`config.mk`:
```
export PLATFORM = sky130hd
export DESIGN_NAME = mac_rx_frame_reader_flat
export DESIGN_NICKNAME = d
export VERILOG_FILES = /design/src/rtl/mac_rx_frame_reader_if.sv /design/src/rtl/mac_rx_frame_reader.sv /design/src/flat_wrapper.sv
export SDC_FILE = /design/constraint.sdc
export NUM_CORES = 1
export LEC_CHECK = 0
export ABC_AREA = 1
export CAP_MARGIN = 5
export CORE_MARGIN = 2
export CORE_UTILIZATION = 35
export DETAILED_ROUTE_END_ITERATION = 6
export PLACE_DENSITY = 0.57
export SETUP_SLACK_MARGIN = 0.02
export SYNTH_ARGS = -nofsm -noshare
export SYNTH_HDL_FRONTEND = slang
export SYNTH_SLANG_ARGS = --single-unit
```
`constraint.sdc`:
```
create_clock -name clk -period 3.7 [get_ports clk]
set_clock_uncertainty 0.15 [all_clocks]
set_input_delay 0.74 -clock clk [delete_from_list [all_inputs] [get_ports clk]]
set_output_delay 0.74 -clock clk [all_outputs]
set_load 0.05 [all_outputs]
```
`src/rtl/mac_rx_frame_reader_if.sv`:
```
// mac_rx_frame_reader_if
//   Bundles the receive-buffer read handshake and the 8-bit output stream
//   of the MAC receive frame reader.
//   Receive buffer side : frame_received, frame_received_ack, read_en,
//                         mac_rx_data_out, read_complete
//   Output stream side  : m_tdata, m_tvalid, m_tlast, m_tready
//   master = the frame reader; slave = the buffer/sink environment.
interface mac_rx_frame_reader_if;
    logic       frame_received;
    logic       frame_received_ack;
    logic       read_en;
    logic [7:0] mac_rx_data_out;
    logic       read_complete;
    logic [7:0] m_tdata;
    logic       m_tvalid;
    logic       m_tlast;
    logic       m_tready;

    modport master (
        input  frame_received, mac_rx_data_out, read_complete, m_tready,
        output frame_received_ack, read_en, m_tdata, m_tvalid, m_tlast
    );

    modport slave (
        output frame_received, mac_rx_data_out, read_complete, m_tready,
        input  frame_received_ack, read_en, m_tdata, m_tvalid, m_tlast
    );
endinterface

```
`src/rtl/mac_rx_frame_reader.sv`:
```
// mac_rx_frame_reader
//   Takes completed frames out of the MAC receive buffer, filters them on
//   destination MAC and forwards accepted frames as an 8-bit valid/ready
//   stream (m_tlast on the final byte). Rejected frames are read out and
//   discarded. Saturating ok/drop frame counters.
// Ports
//   clk, rst        : clock, synchronous active-high reset
//   enable          : allows a new frame to start (never aborts one)
//   promisc         : accept every destination
//   station_mac     : own address, [47:40] first on the wire
//   bus             : buffer handshake + output stream (master modport)
//   frames_ok       : accepted frames fully forwarded
//   frames_dropped  : rejected or runt frames
module mac_rx_frame_reader #(
    parameter int FIFO_DEPTH = 4
) (
    input  logic                         clk,
    input  logic                         rst,
    input  logic                         enable,
    input  logic                         promisc,
    input  logic [47:0]                  station_mac,
    mac_rx_frame_reader_if.master        bus,
    output logic [15:0]                  frames_ok,
    output logic [15:0]                  frames_dropped
);

    localparam int              AW        = $clog2(FIFO_DEPTH);
    localparam logic [AW:0]     FULL_CNT  = (AW+1)'(FIFO_DEPTH);
    // Room for the staged byte and the byte still in flight from the buffer.
    localparam logic [AW:0]     RD_THRESH = (AW+1)'(FIFO_DEPTH - 3);
    localparam logic [47:0]     BCAST     = 48'hFFFF_FFFF_FFFF;

    typedef enum logic [2:0] {
        S_IDLE, S_ACK, S_HDR, S_DECIDE, S_EMIT, S_STREAM, S_DRAIN, S_DONE
    } state_t;

    function automatic logic [15:0] sat_inc(input logic [15:0] v);
        return (v == 16'hFFFF) ? v : v + 16'd1;
    endfunction

    function automatic logic [7:0] hdr_sel(input logic [47:0] h, input logic [2:0] i);
        logic [7:0] b;
        case (i)
            3'd0:    b = h[47:40];
            3'd1:    b = h[39:32];
            3'd2:    b = h[31:24];
            3'd3:    b = h[23:16];
            3'd4:    b = h[15:8];
            default: b = h[7:0];
        endcase
        return b;
    endfunction

    state_t         state;
    logic           ack_q;
    logic           read_en_q;
    logic [10:0]    rd_idx;
    logic           accepted;
    logic [2:0]     emit_idx;
    logic [47:0]    hdr;

    // staging register: holds the newest byte until we know whether it is last
    logic           stg_vld;
    logic           stg_last;
    logic [7:0]     stg_data;

    // capture path: one-cycle-delayed copy of the request path
    logic           vld_p1;
    logic [10:0]    idx_p1;

    logic [8:0]     mem [FIFO_DEPTH];
    logic [AW-1:0]  wr_ptr;
    logic [AW-1:0]  rd_ptr;
    logic [AW:0]    fifo_count;
    logic [AW:0]    count_next;

    logic           fifo_empty;
    logic           fifo_full;
    logic           pop;
    logic           can_push;
    logic           flush_last;
    logic           emit_push;
    logic           cap_push;
    logic           push;
    logic [8:0]     push_word;

    assign fifo_empty = (fifo_count == '0);
    assign fifo_full  = (fifo_count == FULL_CNT);
    assign pop        = !fifo_empty && bus.m_tready;
    assign can_push   = !fifo_full || pop;
    assign flush_last = stg_vld && stg_last;
    // a pending tlast byte from the previous frame must leave before new header bytes
    assign emit_push  = (state == S_EMIT) && !stg_vld && can_push;
    assign cap_push   = (state == S_STREAM) && vld_p1;

    always_comb begin
        push      = 1'b0;
        push_word = '0;
        if (flush_last) begin
            push      = can_push;
            push_word = {1'b1, stg_data};
        end else if (emit_push) begin
            push      = 1'b1;
            push_word = {1'b0, hdr_sel(hdr, emit_idx)};
        end else if (cap_push) begin
            push      = 1'b1;
            push_word = {1'b0, stg_data};
        end
    end

    always_comb begin
        count_next = fifo_count;
        case ({push, pop})
            2'b10:   count_next = fifo_count + 1'b1;
            2'b01:   count_next = fifo_count - 1'b1;
            default: count_next = fifo_count;
        endcase
    end

    assign bus.frame_received_ack = ack_q;
    assign bus.read_en            = read_en_q;
    assign bus.m_tvalid           = !fifo_empty;
    assign bus.m_tdata            = fifo_empty ? 8'h00 : mem[rd_ptr][7:0];
    assign bus.m_tlast            = fifo_empty ? 1'b0  : mem[rd_ptr][8];

    // ---- control: FSM, request path, FIFO pointers, counters ----
    always_ff @(posedge clk) begin
        if (rst) begin
            state          <= S_IDLE;
            ack_q          <= 1'b0;
            read_en_q      <= 1'b0;
            rd_idx         <= '0;
            accepted       <= 1'b0;
            emit_idx       <= '0;
            stg_vld        <= 1'b0;
            stg_last       <= 1'b0;
            vld_p1         <= 1'b0;
            idx_p1         <= '0;
            wr_ptr         <= '0;
            rd_ptr         <= '0;
            fifo_count     <= '0;
            frames_ok      <= '0;
            frames_dropped <= '0;
        end else begin
            ack_q      <= 1'b0;
            vld_p1     <= read_en_q;
            idx_p1     <= rd_idx;
            fifo_count <= count_next;
            if (read_en_q) rd_idx <= rd_idx + 11'd1;
            if (push)      wr_ptr <= wr_ptr + AW'(1);
            if (pop)       rd_ptr <= rd_ptr + AW'(1);
            if (flush_last && can_push) begin
                stg_vld  <= 1'b0;
                stg_last <= 1'b0;
            end

            case (state)
                S_IDLE: begin
                    if (enable && bus.frame_received) begin
                        ack_q <= 1'b1;
                        state <= S_ACK;
                    end
                end
                S_ACK: begin
                    rd_idx    <= '0;
                    read_en_q <= 1'b1;
                    accepted  <= 1'b0;
                    state     <= S_HDR;
                end
                S_HDR: begin
                    if (read_en_q && bus.read_complete) begin
                        // runt: frame ended inside the destination address
                        read_en_q      <= 1'b0;
                        frames_dropped <= sat_inc(frames_dropped);
                        state          <= S_DONE;
                    end else begin
                        if (read_en_q && rd_idx == 11'd5) read_en_q <= 1'b0;
                        if (vld_p1 && idx_p1 == 11'd5)    state     <= S_DECIDE;
                    end
                end
                S_DECIDE: begin
                    if (promisc || hdr == station_mac || hdr == BCAST) begin
                        accepted <= 1'b1;
                        emit_idx <= '0;
                        state    <= S_EMIT;
                    end else begin
                        frames_dropped <= sat_inc(frames_dropped);
                        read_en_q      <= 1'b1;
                        state          <= S_DRAIN;
                    end
                end
                S_EMIT: begin
                    if (emit_push) begin
                        emit_idx <= emit_idx + 3'd1;
                        if (emit_idx == 3'd4) begin
                            stg_vld   <= 1'b1;
                            stg_last  <= 1'b0;
                            read_en_q <= (count_next <= RD_THRESH);
                            state     <= S_STREAM;
                        end
                    end
                end
                S_STREAM: begin
                    if (read_en_q && bus.read_complete) begin
                        // the staged byte is the final one; it leaves with tlast
                        read_en_q <= 1'b0;
                        stg_last  <= 1'b1;
                        state     <= S_DONE;
                    end else begin
                        read_en_q <= (count_next <= RD_THRESH);
                    end
                end
                S_DRAIN: begin
                    if (bus.read_complete) begin
                        read_en_q <= 1'b0;
                        state     <= S_DONE;
                    end
                end
                S_DONE: begin
                    if (accepted) frames_ok <= sat_inc(frames_ok);
                    state <= S_IDLE;
                end
                default: state <= S_IDLE;
            endcase
        end
    end

    // ---- data: header shift, staging register, FIFO storage ----
    always_ff @(posedge clk) begin
        if (state == S_HDR && vld_p1) hdr <= {hdr[39:0], bus.mac_rx_data_out};
        if (emit_push && emit_idx == 3'd4) stg_data <= hdr[7:0];
        else if (cap_push)                 stg_data <= bus.mac_rx_data_out;
        if (push) mem[wr_ptr] <= push_word;
    end

endmodule

```
`src/flat_wrapper.sv`:
```
// flat-port wrapper written by rule: the top's interface ports become plain ports
module mac_rx_frame_reader_flat 
#(
    parameter int FIFO_DEPTH = 4
)
  (clk, rst, enable, promisc, station_mac, frames_ok, frames_dropped, bus_frame_received, bus_mac_rx_data_out, bus_read_complete, bus_m_tready, bus_frame_received_ack, bus_read_en, bus_m_tdata, bus_m_tvalid, bus_m_tlast);
  mac_rx_frame_reader_if bus_i ();
  input  logic clk;
  input  logic rst;
  input  logic enable;
  input  logic promisc;
  input  logic [47:0] station_mac;
  output logic [15:0] frames_ok;
  output logic [15:0] frames_dropped;
  input wire logic [$bits(bus_i.frame_received)-1:0] bus_frame_received;
  input wire logic [$bits(bus_i.mac_rx_data_out)-1:0] bus_mac_rx_data_out;
  input wire logic [$bits(bus_i.read_complete)-1:0] bus_read_complete;
  input wire logic [$bits(bus_i.m_tready)-1:0] bus_m_tready;
  output wire logic [$bits(bus_i.frame_received_ack)-1:0] bus_frame_received_ack;
  output wire logic [$bits(bus_i.read_en)-1:0] bus_read_en;
  output wire logic [$bits(bus_i.m_tdata)-1:0] bus_m_tdata;
  output wire logic [$bits(bus_i.m_tvalid)-1:0] bus_m_tvalid;
  output wire logic [$bits(bus_i.m_tlast)-1:0] bus_m_tlast;
  assign bus_i.frame_received = bus_frame_received;
  assign bus_i.mac_rx_data_out = bus_mac_rx_data_out;
  assign bus_i.read_complete = bus_read_complete;
  assign bus_i.m_tready = bus_m_tready;
  assign bus_frame_received_ack = bus_i.frame_received_ack;
  assign bus_read_en = bus_i.read_en;
  assign bus_m_tdata = bus_i.m_tdata;
  assign bus_m_tvalid = bus_i.m_tvalid;
  assign bus_m_tlast = bus_i.m_tlast;
  mac_rx_frame_reader #(.FIFO_DEPTH(FIFO_DEPTH)) u_core (.clk(clk), .rst(rst), .enable(enable), .promisc(promisc), .station_mac(station_mac), .bus(bus_i), .frames_ok(frames_ok), .frames_dropped(frames_dropped));
endmodule
```
==> metrics.md <==
| Metric | Value |
|---|---|
| Final Non-Filler Cells | `1425` |
| Share of the synthesized area in compound gates (AO/OA/AOI/OAI) | `0.104` |
| Count of cells resized by post-cts repair | `0` |
| # hold bufs at CTS | `0` |
| Most frequent CP cell | `nor2_1` |
| Design area | `0.0104 mm^2` |
| Core Region | `0.0236 mm^2` |
| Warnings, synthesis | `0` |
| Relative contribution of combinational cells to total power | `0.261` |
| Total nets after synthesis | `1060` |
| NetSw | `1.73 mW` |
| Final count of pins violating max slew | `0` |
| Main flop type after synthesis | `edfxtp_1` |
| Highest attainable clock frequency | `292 MHz` |
| Util after Layout | `0.440` |
| Count of fill cells added during filler insertion | `2304` |
| Floorplan die height | `159 um` |
| Gp weighted congestion | `0.876` |
| Buffer cell driving the clock tree root | `clkbuf_16` |
| DP Wirelength | `15200 um` |
| Data required time at the worst endpoint | `2.81 ns` |
| Total congestion overflow after global routing | `0` |
| Worst-case vdd ir drop | `344 uV` |
| Run status | `finished, final reports clean` |
| Kind of end point of the critical path | `output port` |
| Post-Synthesis Cell Area | `0.00846 mm^2` |
| Syn Inst Count | `982` |
| Top cell family by delay on the critical path | `buffers and inverters` |
| Setup repair bufs after CTS | `0` |
| CP Data Arrival Time | `2.53 ns` |
| CP peak stage delay | `0.86 ns` |
| Number of enable flip-flop cells after synthesis | `92` |
| Max-Slew Margin vs Limit | `0.314` |
| Final-layout setup total negative slack | `0 ns` |
| Sequence of cells on the critical path | `buf_4 -> nor2_1 -> nor2_1 -> o21ai_0 -> a21oi_1 -> clkdlybuf4s50_1` |
| Max Fanout on Critical Path | `11` |
| Number of buffers and inverters on the critical path | `2` |
| Starting density of the core | `0.358` |
| Sequential share of power | `0.420` |
| Antenna Violating Nets Remaining | `0` |
| Number of max-cap violations | `0` |
| Share of post-route cells with drive strength above 1 | `0.0986` |
| Share of the clock period used by the worst path after layout | `0.926` |
| Internal portion of total power | `3.43 mW` |
| Average routed wire per standard cell | `14.3 um` |
| Adder-cell share of the synthesized area | `0.0231` |
| Cell taking the most area after synthesis | `edfxtp_1` |
| Crit Path Class | `flop to output port` |
| Count of routing violations after the opening detailed-route iteration | `483` |
| Wire length of the first global-routing pass | `33700 um` |
| Multi-input combinational cell area | `0.00365 mm^2` |
| Number of placed cells counting well taps | `1394` |
| Vias after detailed routing | `6737` |
| Number of H-tree branching levels | `4` |
| Clock network fraction of design power | `0.319` |
| Most used cells in the layout excluding fill and tap cells | `nand2_1 (195), nor2_1 (139), clkdlybuf4s50_1 (105)` |
| Dominant combinational cell family by area after synthesis | `simple AND/OR/NAND/NOR gates` |
| Proportion of synthesized chip area in sequential cells | `0.504` |
| Mean post-synth cell area | `8.61 um^2` |
| Share of the synthesized area in the top cell type | `0.327` |
| Number of global-route vias before repair | `6562` |
| Maximum number of pins on one net before global-route repair | `49` |
| TritonCTS Buffers | `17` |
| Yosys reg bits | `167` |
| Total wirelength of the detailed-routed design | `20300 um` |
| Clk_lat worst skew | `0.42 ns` |
| Register cell area after layout | `0.00426 mm^2` |
| Classification of the worst-slack hold path | `flop to flop` |
| Async set-reset flop share out of synthesis | `0` |
| Number of buffer cells added on primary ports | `106` |
| # rows | `56` |
| DRT Pass-1 Iters | `7` |
| Clock tree from TritonCTS | `built` |
| Worst slew pin tran | `1.02 ns` |
| Setup repair after global routing missed its margin | `false` |
| Final antenna diode count | `0` |
| Multiplexer share of the synthesized area | `0` |
| Startpoint kind of the worst setup timing path | `flop` |
| Total count of hold-check failures in the final report | `0` |
| Residual DRC count | `0` |
| Setup slack after layout | `0.275 ns` |
| Number of distinct library cell variants in the gate-level netlist after synthesis | `53` |
| Post-DR vias/cell | `4.73` |
| CTS max path bufs | `2` |
| Leading cell type in the layout, fill and taps excluded | `nand2_1` |
| Signed area change from the synthesized netlist to the final layout | `22.8%` |
| GR Util All Layers | `0.165` |
| Ratio of total power to cell area | `497 mW/mm^2` |
| Top area cells in the synthesized netlist | `edfxtp_1 (33%), dfxtp_1 (18%), nand2_1 (8.7%)` |
| Initial antenna violation count | `0` |
| Critical Path Slowest Stage Cell | `clkdlybuf4s50_1` |
| Clock sink total | `167` |
| Final Net Count | `1172` |
| Total power | `5.16 mW` |
| Overall die area | `0.0254 mm^2` |
| Static leakage | `3.78 nW` |
| Share of the synthesized netlist area taken by xor and xnor gates | `0.0590` |
| Setup Slack @ Placement | `0.348 ns` |
| Proportion of total power due to net switching | `0.335` |
| Simple-gate share of the synthesized area | `0.245` |
| Minimum clock period | `3.42 ns` |
| Clock-pin slew of the registers on the worst-case setup and hold paths | `0.07 ns` |
| Worst hold slack across all endpoints | `0.322 ns` |
| Width of the die | `159 um` |
| IO Pins | `107` |
| Area after detailed placement | `0.00985 mm^2` |
| Setup violations, final | `0` |
power by group through the flow:
stage                     combinational [mW]  clock (mW)  sequential (mW)
final                                   1.35        1.65             2.16
after global routing                    1.49        1.78             2.18
after CTS                               1.36        1.69             2.16
after detailed placement                1.35           0             2.20
after global placement                  1.34           0             2.20
after floorplan                        0.920           0             2.21
state kept, by name, indices dropped and copies added, names as in the netlist, 8 cells and up, named ones only:
| register | cells |
|---|---|
| u_core.rd_idx | 11 |
| u_core.stg_data | 8 |
| u_core.frames_dropped | 16 |
| u_core.idx_p1 | 11 |
| u_core.hdr | 48 |
| u_core.mem | 36 |
| u_core.frames_ok | 16 |
synthesized netlist by cell type, drive strengths merged (3+ instances only):
cell type and count:
a211oi 3, nor3 19, nand3 52, edfxtp 92
nand2 216, nand4 13, inv 113, o31ai 5
o2111ai 4, clkbuf 8, dfxtp 75, nor4 7
xor2 12, xnor2 45, ha 14, a21oi 71
o221ai 3, nor2 146, buf 11, o21ai 55
layout make-up:
type                       count  area share
timing repair buffer         112       0.106
tap                          319      0.0384
multi-input combinational    681       0.352
sequential                   167       0.411
clock buffer                  19      0.0417
clock inverter                12      0.0101
inverter                     115      0.0416
final timing paths:
check	slack, ns	endpoint	depth (start not counted)	start
max	0.28	bus_m_tdata[2]	6	flop
min	0.32	u_core.rd_ptr[0]$_SDFFE_PP0P_	1	u_core.rd_ptr[0]$_SDFFE_PP0P_
max reg2reg	0.75	u_core.bus.read_en$_SDFFE_PP0P_	14	u_core.stg_vld$_SDFF_PP0_
min reg2reg	0.32	u_core.rd_ptr[0]$_SDFFE_PP0P_	1	u_core.rd_ptr[0]$_SDFFE_PP0P_
layer usage:
metal	track usage	share of wire	vias to the layer above
met4	0.0496	0.015	0
met5	0	0	-
met1	0.225	0.48	3080
li1	-	-	3465
met2	0.266	0.46	168
met3	0.0313	0.052	24
kinds of logic (layout without fill, tap and decap cells):
group,after synthesis,in the layout
simple gates,460,460
flops,167,167
compound gates,149,149
buf+inv,134,258
xor+xnor,57,57
fa+ha+maj,15,15
Note: power is estimated with default switching activity, not from simulation.
